## src/rtl/alu_pkg.sv

```systemverilog
// Shared types for the multi-cycle ALU: operation control codes and FSM states.
package alu_pkg;

    // Decoded ALU operation; the numeric values are visible on the alu_ctrl trace port.
    typedef enum logic [3:0] {
        ALU_ADD  = 4'd0,
        ALU_SUB  = 4'd1,
        ALU_AND  = 4'd2,
        ALU_OR   = 4'd3,
        ALU_XOR  = 4'd4,
        ALU_SLT  = 4'd5,
        ALU_SLTU = 4'd6,
        ALU_SLL  = 4'd7,
        ALU_SRL  = 4'd8,
        ALU_SRA  = 4'd9
    } alu_ctrl_e;

    // Sequencer states.
    typedef enum logic [1:0] {
        IDLE  = 2'd0,
        SHIFT = 2'd1,
        DONE  = 2'd2
    } state_e;

    // Shift operations go through the one-bit-per-cycle shifter.
    function automatic logic is_shift(alu_ctrl_e c);
        return (c == ALU_SLL) || (c == ALU_SRL) || (c == ALU_SRA);
    endfunction

endpackage

```

## src/rtl/alu_ctrl_dec.sv

```systemverilog
// Combinational decode of main-decoder class plus funct fields into an ALU control code.
module alu_ctrl_dec
    import alu_pkg::*;
(
    input  logic [1:0] ALUOp,
    input  logic [2:0] funct3,
    input  logic       op_5,
    input  logic       funct7_5,
    output logic [3:0] alu_ctrl
);

    alu_ctrl_e ctrl;

    // Map instruction fields to an operation; reserved class 11 falls back to ADD.
    always_comb begin
        // NOTE: default first so every path assigns ctrl and no latch is inferred.
        ctrl = ALU_ADD;
        case (ALUOp)
            2'b01: ctrl = ALU_SUB;
            2'b10: begin
                case (funct3)
                    3'b000:  ctrl = (op_5 & funct7_5) ? ALU_SUB : ALU_ADD;
                    3'b001:  ctrl = ALU_SLL;
                    3'b010:  ctrl = ALU_SLT;
                    3'b011:  ctrl = ALU_SLTU;
                    3'b100:  ctrl = ALU_XOR;
                    3'b101:  ctrl = funct7_5 ? ALU_SRA : ALU_SRL;
                    3'b110:  ctrl = ALU_OR;
                    default: ctrl = ALU_AND;
                endcase
            end
            default: ctrl = ALU_ADD;
        endcase
    end

    assign alu_ctrl = ctrl;

endmodule

```

## src/rtl/alu_mc.sv

```systemverilog
// Multi-cycle ALU: single-cycle logic/arithmetic, shifts done one bit per cycle
// through a single shifter, valid/ready handshake on both sides.
module alu_mc
    import alu_pkg::*;
#(
    parameter int WIDTH = 32,
    parameter int SHW   = $clog2(WIDTH)
) (
    input  logic             clk,
    input  logic             reset,
    input  logic             in_valid,
    output logic             in_ready,
    input  logic [1:0]       ALUOp,
    input  logic [2:0]       funct3,
    input  logic             op_5,
    input  logic             funct7_5,
    input  logic [WIDTH-1:0] a,
    input  logic [WIDTH-1:0] b,
    output logic             out_valid,
    input  logic             out_ready,
    output logic [WIDTH-1:0] result,
    output logic             zero,
    output logic [3:0]       alu_ctrl
);

    state_e           state;
    alu_ctrl_e        ctrl_q;
    logic [SHW-1:0]   cnt;
    logic [3:0]       dec_ctrl;
    alu_ctrl_e        dec_op;
    logic [SHW-1:0]   shamt;
    logic             accept;

    alu_ctrl_dec u_dec (
        .ALUOp    (ALUOp),
        .funct3   (funct3),
        .op_5     (op_5),
        .funct7_5 (funct7_5),
        .alu_ctrl (dec_ctrl)
    );

    assign dec_op   = alu_ctrl_e'(dec_ctrl);
    assign shamt    = b[SHW-1:0];
    assign in_ready = (state == IDLE) || ((state == DONE) && out_ready);
    assign accept   = in_valid && in_ready;
    assign zero     = (result == '0);
    assign alu_ctrl = ctrl_q;

    // Single-cycle operations; shifts return the operand unchanged (shamt 0 result).
    function automatic logic [WIDTH-1:0] alu_comb(alu_ctrl_e c, logic [WIDTH-1:0] x,
                                                  logic [WIDTH-1:0] y);
        case (c)
            ALU_ADD:  return x + y;
            ALU_SUB:  return x - y;
            ALU_AND:  return x & y;
            ALU_OR:   return x | y;
            ALU_XOR:  return x ^ y;
            ALU_SLT:  return {{(WIDTH-1){1'b0}}, ($signed(x) < $signed(y))};
            ALU_SLTU: return {{(WIDTH-1){1'b0}}, (x < y)};
            default:  return x;
        endcase
    endfunction

    // One-position shift of the working register.
    function automatic logic [WIDTH-1:0] shift_one(alu_ctrl_e c, logic [WIDTH-1:0] x);
        case (c)
            ALU_SLL: return {x[WIDTH-2:0], 1'b0};
            ALU_SRA: return {x[WIDTH-1], x[WIDTH-1:1]};
            default: return {1'b0, x[WIDTH-1:1]};
        endcase
    endfunction

    // Sequencer: capture on accept, iterate shifts, hold result until consumed.
    always_ff @(posedge clk or posedge reset) begin
        if (reset) begin
            // NOTE: state updates use <= so every register samples pre-edge values.
            state     <= IDLE;
            out_valid <= 1'b0;
            result    <= '0;
            ctrl_q    <= ALU_ADD;
            cnt       <= '0;
        end else if (accept) begin
            ctrl_q <= dec_op;
            result <= alu_comb(dec_op, a, b);
            if (is_shift(dec_op) && (shamt != '0)) begin
                state     <= SHIFT;
                out_valid <= 1'b0;
                cnt       <= shamt;
            end else begin
                state     <= DONE;
                out_valid <= 1'b1;
            end
        end else begin
            case (state)
                SHIFT: begin
                    result <= shift_one(ctrl_q, result);
                    cnt    <= cnt - 1'b1;
                    if (cnt == SHW'(1)) begin
                        state     <= DONE;
                        out_valid <= 1'b1;
                    end
                end
                DONE: begin
                    if (out_ready) begin
                        state     <= IDLE;
                        out_valid <= 1'b0;
                    end
                end
                default: ;
            endcase
        end
    end

endmodule

```

## config.mk

```make
export PLATFORM = sky130hd
export DESIGN_NAME = alu_mc
export DESIGN_NICKNAME = d
export VERILOG_FILES = /design/src/rtl/alu_pkg.sv /design/src/rtl/alu_ctrl_dec.sv /design/src/rtl/alu_mc.sv
export SDC_FILE = /design/constraint.sdc
export NUM_CORES = 1
export LEC_CHECK = 0
export BUFFER_PORTS_ARGS = -buffer_cell sky130_fd_sc_hd__buf_2
export CORE_ASPECT_RATIO = 0.8
export CORE_UTILIZATION = 50
export DETAILED_ROUTE_END_ITERATION = 7
export PLACE_DENSITY = 0.71
export SLEW_MARGIN = 40
export SYNTH_ARGS = -nofsm -noshare
export SYNTH_HDL_FRONTEND = slang
export SYNTH_SLANG_ARGS = --single-unit
```

## constraint.sdc

```tcl
create_clock -name clk -period 5.1 [get_ports clk]
set_input_delay 0.51 -clock clk [delete_from_list [all_inputs] [get_ports clk]]
set_output_delay 0.51 -clock clk [all_outputs]
set_load 0.01 [all_outputs]
```

==> results.txt, run 1 <==
In this run the number of H-tree levels came out at 2. The via count of the first global-routing pass is 8358, and the required time of the critical path is 5270 ps. The run gives 0 as the final setup violation count.

The post-layout minimum cycle time was 3590 ps; the effective utilization at floorplan was 51.9%. The post-synthesis async set-or-reset flop share was 100%; the routed wire length was 29600 µm. The worst setup path is of the in -> reg kind.

The post-detailed-route DRC marker count was 0. CTS placed an instance of clkbuf_16 at the clock tree root. The total overflow left after global routing is 0.

The wire length of the first global-routing pass was 45400 µm; the sequential share of power was 28.5%. Along the worst path, the maximum fanout reaches 6. Across the VDD grid, the largest voltage drop is 0.000131 V. At the end of routability-driven placement, the weighted congestion stood at 1.07. The number of nets handed over by synthesis was 1321.

The routed layout has 9159 vias. Measured along the y axis, the die boundary spans 115 µm. The number of clock buffers inserted by TritonCTS is 5. Setup repair after global routing left no endpoint under its margin. For the count of hold-fix buffers inserted at cts, the log shows 0. In this run the tool buffered the top-level ports with 113 buffer cells. After clock tree synthesis, the clock-pin slew on the worst setup and hold paths is 70 ps. For this run, the leading register cell type out of synthesis is dfrtp_1. In the final routed layout, each cell accounts on average for 21.1 µm.

For this design the ratio of total power to cell area is 295 mW/mm². Of the available clock period, the critical path in the final layout requires 70.3%. For the worst-skew pair, the clock arrives at the later sink with an insertion delay of 310 ps. Timing analysis after detailed placement gives a worst setup slack of 1360 ps. The switching power as a share of total power was 50.6%; the sequential element share of the synthesized area was 13.6%.

The number of antenna violations at the first check in global routing was 0; the accumulated negative setup slack was 0 ps. For this design the total switching power over the nets is 1300 µW. The number of antenna diodes in the final layout is 0. The synthesized-area fraction occupied by xor and xnor cells came out at 2.66%. For the number of max-slew violations in the final report, the log shows 0. TritonCTS built the clock tree. Summing all multi-input logic gate instances after layout gives 0.00619 mm². The tools report the max-capacitance violation count as 0. For this run, the total global-route usage over all layers was measured as 36.0%.

Critical path capture point type: a flip-flop. The per-cell via count in the routed design was 6.53; the worst relative slew slack was 38.9%. Type of the tightest min-delay check: in -> async. The average size of a mapped cell is 7.02 µm². The tools report the startpoint kind of the worst setup timing path as a primary input. The floorplan has 40 rows. In this run, synthesis produced a sequential element count of 43. The largest single stage delay on the critical path is 460 ps.

The slew at the pin closest to its max-slew limit is 914 ps, and the synthesized-area fraction occupied by and/or/nand/nor cells is 20.0%. The post-CTS setup repair buffer count is 0, and the proportion of layout cells with a drive suffix above 1 is 13.8%. In this run the static leakage power is 0.00411 µW.

The synthesized netlist devotes 35.2% of its cell area to compound gates. The slowest cell on the critical path is a211oi_2. For the total of warnings raised by yosys, the log shows 0. The run finished with clean final reports. Counting the fill cells in the layout gives 1545.

Across all hold checks on the routed design, the worst slack comes to 284 ps. The setup clock skew after layout was 3.94 ps; the area of the core was 0.0153 mm². For the deepest clock path buffer count, the log shows 2. After synthesis, the largest family of logic cells by area is compound AO/OA/AOI/OAI gates. Broken down by cell family, the worst path's largest delay share belongs to compound AO/OA/AOI/OAI gates. Once routing completed, OpenROAD measured the worst setup slack at 1510 ps. Registers take 0.00108 mm². Before antenna repair, the detailed router went through 6 iterations.

In this run, the number of DRC markers left after iteration 0 of detailed routing was 1222. The final hold violation count was 0. The run gives 14.4% as the part of the power in the clock network. The die width was 143 µm; the synthesized instance count was 1127. The detail route stage leaves a number of antenna-violating nets equal to 0. Multiplexer cells account for 1.03% of the synthesized area. In this run, post-CTS repair resized a total of 0 instances. The signal on the critical path passes through buf_2 > ha_1 > fa_1 > a211oi_1 > o21ai_1 > nand4_1 > a21oi_1 > a211oi_2 > nor2_1 > o311a_1 > a2111oi_0 > o32ai_1.

The netlist uses 85 different library cells. Detailed placer's ending HPWL: 21500 µm. The top cell types in the final layout, fill and taps aside, are a21oi_1, nand2_1, ha_1, buf_2, inv_1. The top-level I/O count was 114.

The arithmetic-cell share of the synthesized area counting full adders, half adders and majority gates came out at 19.0%. The largest net degree at the start of global routing came out at 44. The final net count came out at 1385. The run gives 1270 µW as the cell-internal power. Based on the critical path, the design can be clocked at up to 0.279 GHz.

The number of buffers and inverters on the critical path works out to 1. Counting every sink on the clock net gives 43. Area added between synthesis and finish: 10.4%.

In this run, synthesis inferred 0 flip-flops with an integrated enable. At the worst endpoint, the arrival time is 3750 ps. The cell area that synthesis handed to floorplanning was 0.00792 mm². The overall die area came out at 0.0163 mm². Leaving out fill and tap cells, the most frequent cell in the layout is a21oi_1. Combinational logic is responsible for 57.1% of the overall power.
[cell type report]
cell class	count	share of cell area (%)
Clock buffer	8	1.79
Inverter	100	4.32
Multi-Input combinational cell	913	70.8
Sequential cell	43	12.3
Tap cell	210	3.01
Timing Repair Buffer	128	7.76
[cells in the mapped netlist, drive strengths merged, types with 5 or more instances]
| master | instances | area share [%] |
|---|---|---|
| o211ai | 13 | 1.2 |
| inv | 100 | 4.7 |
| nand3 | 21 | 1.3 |
| nand2b | 8 | 0.63 |
| dfrtp | 43 | 14 |
| nor4 | 20 | 1.8 |
| o21bai | 11 | 1.0 |
| a21o | 19 | 1.8 |
| mux2i | 7 | 0.89 |
| a211oi | 20 | 2.2 |
| a222oi | 5 | 0.63 |
| or4 | 5 | 0.52 |
| o221ai | 11 | 1.2 |
| nor2b | 10 | 0.79 |
| ha | 117 | 18 |
| a2111oi | 5 | 0.63 |
| a21oi | 128 | 8.1 |
| a221o | 8 | 1.0 |
| xnor2 | 21 | 2.3 |
| buf | 24 | 1.6 |
| clkbuf | 47 | 2.2 |
| nand4 | 11 | 0.87 |
| o21ai | 89 | 5.6 |
| nor3 | 22 | 1.5 |
| o31ai | 14 | 1.3 |
| o21a | 5 | 0.47 |
| nor2 | 90 | 4.3 |
| a31oi | 25 | 2.0 |
| a221oi | 19 | 2.1 |
| nand2 | 122 | 5.8 |
| o22ai | 12 | 0.95 |
[routing by layer]
metal  vias up  global-route usage, %  wire length (µm)  share of wire (%)
met4         0                   11.3               790                2.7
met5         -                      0                 0                  0
met1      4259                   50.9             13000                 44
met3        76                   6.90              3450                 12
li1       4230                      -                 -                  -
met2       594                   55.0             12400                 42
[power by group through the flow]
stage	Clock [µW]	Sequential, µW	Combinational (µW)
floorplan	0	695	935
global placement	0	729	1420
detailed placement	0	730	1430
CTS	374	724	1430
global route	382	743	1610
finish	372	734	1470
[kinds of logic after synthesis]
group / count (synthesis)
xor gates and xnor gates: 24
buffers and inverters: 171
muxes: 8
DFF: 43
and+or+nand+nor: 336
adders and majority gates: 119
AOI/OAI and AO/OA: 426
[state kept, by name (all words and copies together) (netlist names)]
name / count
state: 1
cnt: 5
result: 32
out_valid: 1
alu_ctrl: 4
[through the flow]
stage	cells	cell area [µm²]	utilization, %	total power [µW]
global route	1402	8740	57.3	2740
detailed placement	1394	8570	56.2	2160
floorplan	1127	7920	-	1630
global placement	1394	8570	56.1	2140
CTS	1402	8730	57.2	2530
finish	1402	8740	57.3	2580
[final timing paths]
path,start,to,slack (ps),cells after the start
min in group clk,in_valid,out_valid$_DFFE_PP0P_,460,3
setup reg to reg,out_valid$_DFFE_PP0P_,result[28]$_DFFE_PP0P_,2460,9
max in group asynchronous,reset,result[19]$_DFFE_PP0P_,4380,2
hold reg to reg,cnt[3]$_DFFE_PP0P_,cnt[3]$_DFFE_PP0P_,530,1
setup / recovery,a[0],result[30]$_DFFE_PP0P_,1510,12
hold / removal,reset,result[0]$_DFFE_PP0P_,280,2
Power figures use the tool's default switching activity.
==> inputs of run 2 (changes only) <==
Clock period 5.1 ns to 3.7 ns, I/O delays scaled along.
==> run 2 against run 1 <==
Clock power grew 35%. Combinational power grew 41%. Register-to-register slack lost 1200 ps. Count of clock-buffer cells in the layout shrank 3. First-iteration DRC count grew 1.6%. Cell count grew 1.4%. Non-clock buffer count grew 20. Flip-flop and latch count is the same. Core utilization grew 0.85 points. Final area grew 1.5%. Via count grew 0.80%. Die area is the same. Largest cell class unchanged. Largest power group unchanged.
==> results.txt, run 2 (synthesized netlist as in run 1, its figures left out) <==
The flow ran to the end, and the final reports show no timing, DRC or antenna violations. The library cell used most frequently in the layout, excluding fill and tap cells, is a21oi_1. The wire length per cell after detailed routing came out at 21.1 µm (+0.19%). The number of flip-flops in the largest register works out to 32 (unchanged). The area of all placed cells without fillers was 0.00887 mm² (+1.5%); the slew at the pin closest to its max-slew limit was 788 ps (-126 ps).

The run gives 54.0% (-1.0 points) as the global routing usage on met2. The area added between synthesis and finish works out to 12.1%. The register clock-pin slew on the reported worst setup and hold paths came out at 70 ps (about the same).

The maximum fanout along the worst path was 6 (unchanged); the final hold violation count was 0 (unchanged). The endpoint of the most critical setup path is result[30]$_DFFE_PP0P_. The layer flagged by global routing as most heavily used is met2. The post-layout minimum cycle time was 3210 ps; the vertical die dimension was 115 µm (unchanged).

The post-detailed-route DRC marker count was 0 (unchanged); the number of DRC violations after detailed-routing iteration 0 was 1242 (+1.6%). The per-cell via count in the routed design was 6.49 (-0.62%); the total power density per cell area was 406 mW/mm² (+38%). The part of the power in the clock network is 13.9% (-0.5 points), and the area of the core is 0.0153 mm² (unchanged). The run gives 47.2% (+8.3 points) as the worst relative slew slack.

The tools report the reg-to-reg endpoint as result[20]$_DFFE_PP0P_. The count of cells along the worst register-to-register path works out to 7 (-2). The proportion of layout cells with a drive suffix above 1 was 15.1% (+1.3 points); the post-CTS setup repair buffer count was 0 (unchanged).

In this run the critical register-to-register path is launched from out_valid$_DFFE_PP0P_. The global routing usage on met1 is 52.3% (+1.4 points), and the count of standard-cell rows is 40 (unchanged). The total of cells resized after clock tree synthesis was 0 (unchanged).

For the number of inserted diodes, the log shows 0 (unchanged). The effective utilization at floorplan is 51.9% (unchanged). The number of I/O port buffers is 113 (unchanged). The tools report the combined global-route utilization of all metal layers as 36.7% (+0.70 points). The deepest clock path buffer count is 2 (unchanged), and the via count of the first global-routing pass is 8269 (-1.1%). The required time of the critical path was 3880 ps (-1390 ps). Overall power: 3600 µW (+40%).

STA classifies the critical path startpoint as a primary input. TritonCTS built the clock tree. The accumulated negative setup slack is 0 ps (unchanged), and the worst-case hold slack is 155 ps (-129 ps). Final net count: 1405 (+1.4%).

The logs give 22900 µm (+6.6%) for the detailed placer's ending HPWL and 0.312 GHz for the highest clock frequency the design can meet. For the final weighted congestion of routability-driven global placement, the log shows 1.01 (-5.5%). The register name with the most flops was result. The switching power as a share of total power works out to 51.5% (+0.90 points).

The first-pass iteration count of the detailed router came out at 6 (unchanged). Clock root buffer: clkbuf_16. The count of hold-fix buffers inserted at cts was 0 (unchanged); the count of nets left with antenna violations after detail routing was 0 (unchanged). The remaining global-route overflow is 0 (unchanged).

The top cell types in the final layout, fill and taps aside, are a21oi_1, nand2_1, ha_1, buf_2, inv_1. The run gives 1230 ps (-1230 ps) as the slack of the worst reg-to-reg path. In this run the worst setup path begins at a[0]. The worst endpoint data arrival time was 3390 ps (-360 ps); the placed cell area was 0.00872 mm² (+1.8%). The later-pin clock latency in the skew report is 310 ps (about the same). By startpoint and endpoint, the worst setup path is classified as in -> reg.

The final critical path takes up 86.6% of the cycle. The number of levels in the clock H-tree is 2 (unchanged), and the overall die area is 0.0163 mm² (unchanged). The number of antenna violations at the first check in global routing was 0 (unchanged). The tools report the final setup violation count as 0 (unchanged). The setup clock skew after layout was 3.36 ps (-0.578 ps); the die width was 143 µm (unchanged). The combinational fraction of design power was 57.8% (+0.7 points).

The tools report the sequential share of power as 28.2% (-0.3 points). The tools report the max-capacitance violation count as 0 (unchanged). The type of the tightest min-delay check is in -> async. The top-level I/O count came out at 114 (unchanged).

The critical path capture point type was a flip-flop. The routed wire length is 30100 µm (+1.6%). The wire length of the first global-routing pass was 45900 µm (+1.0%). Setup repair after global routing left no endpoint under its margin. The cell-internal power was 1750 µW (+37%). The run gives 8.28% (+1.4 points) as the global-route track usage on met3. Maximum ir drop on the vdd rail: 0.000182 V (+39%).

Number of clock buffers inserted by TritonCTS: 5 (unchanged). The largest net degree at the start of global routing was 44 (unchanged); the net switching component of the power was 1850 µW (+42%). The number of max-slew violations in the final report was 0 (unchanged). The detailed-route via count was 9232 (+0.80%); the count of clock tree sinks was 43 (unchanged). The run gives 0.00419 µW (+2.1%) as the leakage power.
## run 2: metal layers
layer  wire length [µm]  share of wire, %  up-vias
met2              12400                41      588
met3               3700                12       68
li1                   -                 -     4253
met4                862               2.9        0
met1              13100                44     4323
met5                  0                 0        -
## run 2: cell type report
type | count | area [µm²]
inverters | 100 | 378
multi-input cells | 913 | 6180
well taps | 210 | 263
clock inverters | 3 | 23.8
repair buffers | 148 | 828
clock buffers | 5 | 125
fillers | 1504 | 6390
flip-flops and latches | 43 | 1080
## run 2: worst min-delay path by stage
stage	start	end	slack, ps	cells after the start
after floorplan	cnt[3]$_DFFE_PP0P_	cnt[3]$_DFFE_PP0P_	480	1
after CTS	reset	alu_ctrl[0]$_DFFE_PP0P_	180	2
after global placement	cnt[3]$_DFFE_PP0P_	cnt[3]$_DFFE_PP0P_	500	1
final	reset	result[0]$_DFFE_PP0P_	160	2
after detailed placement	reset	alu_ctrl[1]$_DFFE_PP0P_	510	2
after global routing	reset	result[1]$_DFFE_PP0P_	200	2
## run 2: critical path, stage by stage
cell,delay (ps)
buf_2,120
ha_1,250
fa_1,430
a211oi_1,350
o21ai_1,190
nand4_1,180
a21oi_1,100
a211oi_2,440
nor2_1,110
o311a_1,300
a2111oi_0,380
o32ai_1,160
## run 2: power by group through the flow
stage	clock network, µW	registers [µW]	logic (µW)
5_1_grt	514	1030	2290
3_3_place_gp	0	1000	2010
4_1_cts	497	1000	2040
3_5_place_dp	0	1010	2030
2_1_floorplan	0	958	1290
6_report	502	1020	2080
## run 2: metrics by stage
stage / utilization [%] / cells / worst slack [ps]
final: 58.1 / 1422 / 495
after detailed placement: 57.1 / 1414 / 228
after global routing: 58.1 / 1422 / 268
after CTS: 58.1 / 1422 / 545
after floorplan: - / 1127 / 866
after global placement: 57.1 / 1414 / 304
